===== src/rtl/minmax_window_tracker_pkg.sv =====
// minmax_window_tracker_pkg: shared widths and FSM state encoding for the window tracker
package minmax_window_tracker_pkg;
  localparam int DATA_W = 8;
  localparam int CNT_W = 8;
  typedef enum logic [2:0] {S_IDLE, S_WAIT, S_CMP_MAX, S_CMP_MIN, S_DONE} state_t;
endpackage


===== src/rtl/minmax_window_tracker_flag_check.sv =====
// minmax_flag_check: sticky error when comparator flags are not one-hot during a compare
module minmax_flag_check (
  input  logic clk,
  input  logic rst_n,
  input  logic active,
  input  logic x,
  input  logic y,
  input  logic z,
  output logic err
);
  // latch any non-one-hot flag set seen while a compare is in progress
  always_ff @(posedge clk or negedge rst_n)
    if (!rst_n) err <= 1'b0;
    else if (active && !$onehot({x, y, z})) err <= 1'b1;
endmodule


===== src/rtl/minmax_window_tracker.sv =====
// minmax_window_tracker: windowed max/min over a sample stream via one shared comparator; MINMAX_TIE_COUNT_EN enables tie counting
module minmax_window_tracker
  import minmax_window_tracker_pkg::*;
#(
  parameter int WIN_LEN = 16
) (
  input  logic              clk,
  input  logic              rst_n,
  input  logic [DATA_W-1:0] in_data,
  input  logic              in_valid,
  output logic              in_ready,
  output logic [DATA_W-1:0] cmp_a,
  output logic [DATA_W-1:0] cmp_b,
  input  logic              cmp_x,
  input  logic              cmp_y,
  input  logic              cmp_z,
  output logic [DATA_W-1:0] out_max,
  output logic [DATA_W-1:0] out_min,
  output logic              out_valid,
  input  logic              out_ready,
  output logic [CNT_W-1:0]  tie_cnt,
  output logic              flag_err
);
  state_t state, state_nx;
  logic [DATA_W-1:0] max_r, min_r, smp_r;
  logic [CNT_W-1:0] cnt;
  logic in_fire, out_fire, last;
  assign in_ready = (state == S_IDLE) || (state == S_WAIT);
  assign out_valid = state == S_DONE;
  assign in_fire = in_valid && in_ready;
  assign out_fire = out_valid && out_ready;
  assign last = (cnt + CNT_W'(1)) == CNT_W'(WIN_LEN);
  assign cmp_a = smp_r;
  assign cmp_b = (state == S_CMP_MIN) ? min_r : max_r;
  assign out_max = max_r;
  assign out_min = min_r;
  // state register
  always_ff @(posedge clk or negedge rst_n)
    if (!rst_n) state <= S_IDLE;
    else state <= state_nx;
  // next-state: accept, compare against max, compare against min, then present result
  always_comb begin
    state_nx = state;
    case (state)
      S_IDLE:    if (in_fire) state_nx = (WIN_LEN == 1) ? S_DONE : S_WAIT;
      S_WAIT:    if (in_fire) state_nx = S_CMP_MAX;
      S_CMP_MAX: state_nx = S_CMP_MIN;
      S_CMP_MIN: state_nx = last ? S_DONE : S_WAIT;
      S_DONE:    if (out_fire) state_nx = S_IDLE;
      default:   state_nx = S_IDLE;
    endcase
  end
  // datapath: first sample seeds both extremes, later samples update on strict flags only
  always_ff @(posedge clk or negedge rst_n)
    if (!rst_n) begin
      max_r <= '0;
      min_r <= '0;
      smp_r <= '0;
      cnt   <= '0;
    end else begin
      case (state)
        S_IDLE: if (in_fire) begin
          max_r <= in_data;
          min_r <= in_data;
          smp_r <= in_data;
          cnt   <= CNT_W'(1);
        end
        S_WAIT:    if (in_fire) smp_r <= in_data;
        S_CMP_MAX: if (cmp_x) max_r <= smp_r;
        S_CMP_MIN: begin
          if (cmp_z) min_r <= smp_r;
          cnt <= cnt + CNT_W'(1);
        end
        S_DONE:    if (out_fire) cnt <= '0;
        default: ;
      endcase
    end
`ifdef MINMAX_TIE_COUNT_EN
  logic [CNT_W-1:0] tie_r;
  assign tie_cnt = tie_r;
  // count samples equal to the running max, saturating, cleared when the result is taken
  always_ff @(posedge clk or negedge rst_n)
    if (!rst_n) tie_r <= '0;
    else if (out_fire) tie_r <= '0;
    else if (state == S_CMP_MAX && cmp_y && tie_r != '1) tie_r <= tie_r + CNT_W'(1);
`else
  assign tie_cnt = '0;
`endif
  minmax_flag_check u_flag_check (
    .clk    (clk),
    .rst_n  (rst_n),
    .active ((state == S_CMP_MAX) || (state == S_CMP_MIN)),
    .x      (cmp_x),
    .y      (cmp_y),
    .z      (cmp_z),
    .err    (flag_err)
  );
endmodule


===== config.mk =====
export PLATFORM = sky130hd
export DESIGN_NAME = minmax_window_tracker
export DESIGN_NICKNAME = d
export VERILOG_FILES = /design/src/rtl/minmax_window_tracker_pkg.sv /design/src/rtl/minmax_window_tracker_flag_check.sv /design/src/rtl/minmax_window_tracker.sv
export SDC_FILE = /design/constraint.sdc
export NUM_CORES = 1
export LEC_CHECK = 0
export ABC_CLOCK_PERIOD_IN_PS = 1730
export CORE_UTILIZATION = 43
export CTS_CLUSTER_DIAMETER = 120
export DETAILED_ROUTE_END_ITERATION = 12
export PLACE_DENSITY = 0.76
export RECOVER_POWER = 25
export SLEW_MARGIN = 15
export SYNTH_ARGS = -nofsm -noshare
export SYNTH_HDL_FRONTEND = slang
export SYNTH_SLANG_ARGS = --single-unit

===== constraint.sdc =====
create_clock -name clk -period 1.73 [get_ports clk]
set_input_delay 0.346 -clock clk [delete_from_list [all_inputs] [get_ports clk]]
set_output_delay 0.346 -clock clk [all_outputs]
set_load 0.1 [all_outputs]

==> summary.md <==
| Metric | Value |
|---|---|
| Fraction of layout cells with a size suffix above 1 | 64.4% |
| Top post-synthesis cells by area | dfrtp_1 (43%), mux2_2 (19%), nand2_1 (5.4%) |
| Die width | 71.6 um |
| Hold Path Depth | 1 |
| Total core area | 4500 um2 |
| Area delta synth->final | 74.0% |
| Max Fclk | 0.529 GHz |
| Max_slew headroom | 38.8% |
| Via density | 5.50 |
| Total grt overflow | 0 |
| CTS Buffer Depth | 2 |
| Overall routing resource usage | 24.2% |
| Setup ws final | -0.159 ns |
| Total number of vias | 1,797 |
| CTS Root Cell | clkbuf_8 |
| Synthesized instance count | 189 |
| WL final | 6040 um |
| Finish-stage setup viols | 16 |
| Status | complete, but fails checks |
| Reg area | 925 um2 |
| DIE AREA | 5130 um2 |
| WHS Endpoint | u_flag_check.err |
| Synth area leader | dfrtp_1 |
| Net count, final | 291 |
| Average cell area after synthesis | 11.0 um2 |
| Synth Flop Type | dfrtp_1 |
| Worst setup SP type | flop |
| Slew Limit Fails | 0 |
| I/O Buffers | 49 |
| Worst r2r src | state[0] |
| R2R setup slack | -0.07 ns |
| H-Tree Depth | 2 |
| Worst reg2reg path depth | 5 |
| CTS buffer count | 5 |
| Initial Util | 46.3% |
| Avg WL per Cell | 18.5 um |
| Worst Tran Pin Value | 0.917 ns |
| Max-cap violations | 0 |
| FF+latch count, synth | 36 |
| Share of the synthesized area in the top cell type | 43.2% |
| CP arrival | 1.54 ns |
| Post-DP HPWL | 3670 um |
| Post-synthesis sequential area ratio | 43.2% |
| Die span in y | 71.6 um |
| Sink Count | 36 |
| Async SR Flop Fraction | 100% |
| RD Place Congestion | 0.830 |
| Initial DRC count | 106 |
| Reg2reg end | out_max[0] |
| Total negative slack | -1.46 ns |
| Filler instances | 226 |
| Worst hold path type | reg -> reg |
| Final ANT Viol Nets | 0 |
| First-pass DRT Iterations | 4 |
| Placed cell count | 302 |
| Final period utilization | 109% |
| Multi-input logic area | 1310 um2 |
| Failing checks | setup timing |
| Clock tree from TritonCTS | done |
| Clk Latency, worst-skew pair | 0.31 ns |
| Endpoint type of the worst setup path | output pin |
| Tmin final | 1.89 ns |
| Residual DRC | 0 |
| Hold path start | u_flag_check.err |
| RSZ-0062 raised after global routing | yes |
| Final cell count without fillers | 327 |
| Synth top cells by count | dfrtp_1 (36), mux2_2 (36), nand2_1 (30), buf_4 (9), inv_1 (9) |
| Antenna cells | 0 |
| Netlist cell types | 45 |
| Setup Skew | 0.0179 ns |
| Pin count of the biggest net entering global routing | 37 |
| Worst Path Required | 1.38 ns |
| Initial antenna violation count | 0 |
| Worst slack at placement | -0.319 ns |
| Clock transition at the registers of the reported paths | 0.07 ns |
| # IOs | 58 |
| First-pass GRT wire length | 9330 um |
| Num rows | 24 |
| Hold Vio Cnt, Final | 0 |
| Vias in the first global route | 1,852 |
| Worst-path fanout max | 9 |
| Hold WS | 0.543 ns |
| Setup CP Type | reg -> out |
| Number of synthesis warnings | 0 |
| Number of flops mapped to enable cells by yosys | 0 |
| Post-Syn Area | 2090 um2 |
## timing repair
| action | CTS | global route |
|---|---|---|
| hold buffers | 0 | 0 |
| resized for setup | 26 | 15 |
| cloned | 0 | 1 |
| pin swaps | 1 | 6 |
| endpoints found under the setup margin | 17 | 28 |
| setup buffers | 13 | 4 |
## state kept, by name, summed over array words and instances (netlist names)
| signal | cells |
|---|---|
| out_min | 8 |
| out_max | 8 |
| state | 3 |
| u_flag_check.err | 1 |
| cmp_a | 8 |
| cnt | 8 |
## final cells by class
| cell class | instances | share of cell area, % |
|---|---|---|
| timing repair buffer | 86 | 32.5 |
| multi-input combinational | 136 | 36.1 |
| clock buffer | 5 | 1.90 |
| clock inverter | 3 | 1.17 |
| tap | 52 | 1.79 |
| sequential | 36 | 25.5 |
| inverter | 9 | 1.03 |
## worst max-delay path, stage by stage (launching register included)
cell     delay, ns
dfrtp_2       0.45
and3b_2       0.30
buf_8         0.15
nand2_2       0.10
nand2_8       0.08
buf_12        0.16
## metal layers
layer	track usage [%]	share of wire (%)	vias up
met5	0	0	-
met3	4.92	4.1	17
met4	12.0	3.3	0
met2	41.9	53	67
li1	-	-	829
met1	28.4	39	884
## stage by stage
stage / util (%) / area (um2)
after floorplan: - / 2270
after CTS: 78.8 / 3550
after global routing: 80.6 / 3630
after global placement: 72.3 / 3250
final: 80.6 / 3630
after detailed placement: 72.3 / 3250
## cell families after synthesis
family                     count (synthesis)  synth area share [%]
buffers and inverters                     25                  7.38
xor gates and xnor gates                   1                 0.420
and+or+nand+nor                           55                  14.3
adders and majority gates                  2                  1.56
muxes                                     42                  23.3
AOI/OAI and AO/OA                         27                  9.72
other                                      1                 0.180
DFF                                       36                  43.2
## how the worst max path moves through the flow
stage	cells past startpoint	slack, ns	end	start
final	5	-0.16	cmp_b[7]	state[2]
after global routing	5	-0.20	cmp_b[7]	state[2]
after CTS	5	-0.13	cmp_b[2]	state[2]
after detailed placement	4	-0.32	out_min[1]	in_valid
after global placement	4	-0.28	out_min[2]	in_valid
after floorplan	6	-0.02	cmp_b[0]	state[0]
## layout by cell type, fill, tap and decap left out, drive strengths merged, types with 3 or more instances in the layout
cell type      netlist  final
buf                 15     71
mux2                40     40
dfrtp               36     36
nand2               30     30
clkdlybuf4s50        0     13
inv                  9      8
conb                 1      8
o211ai               6      6
o21ai                6      6
clkbuf               1      6
a21oi                5      5
or4                  4      4
nand3                4      4
nand3b               2      3
nor2                 3      3
Power is not shown: default switching activity piles up to over one toggle a cycle in this logic, so the estimate is an artifact.
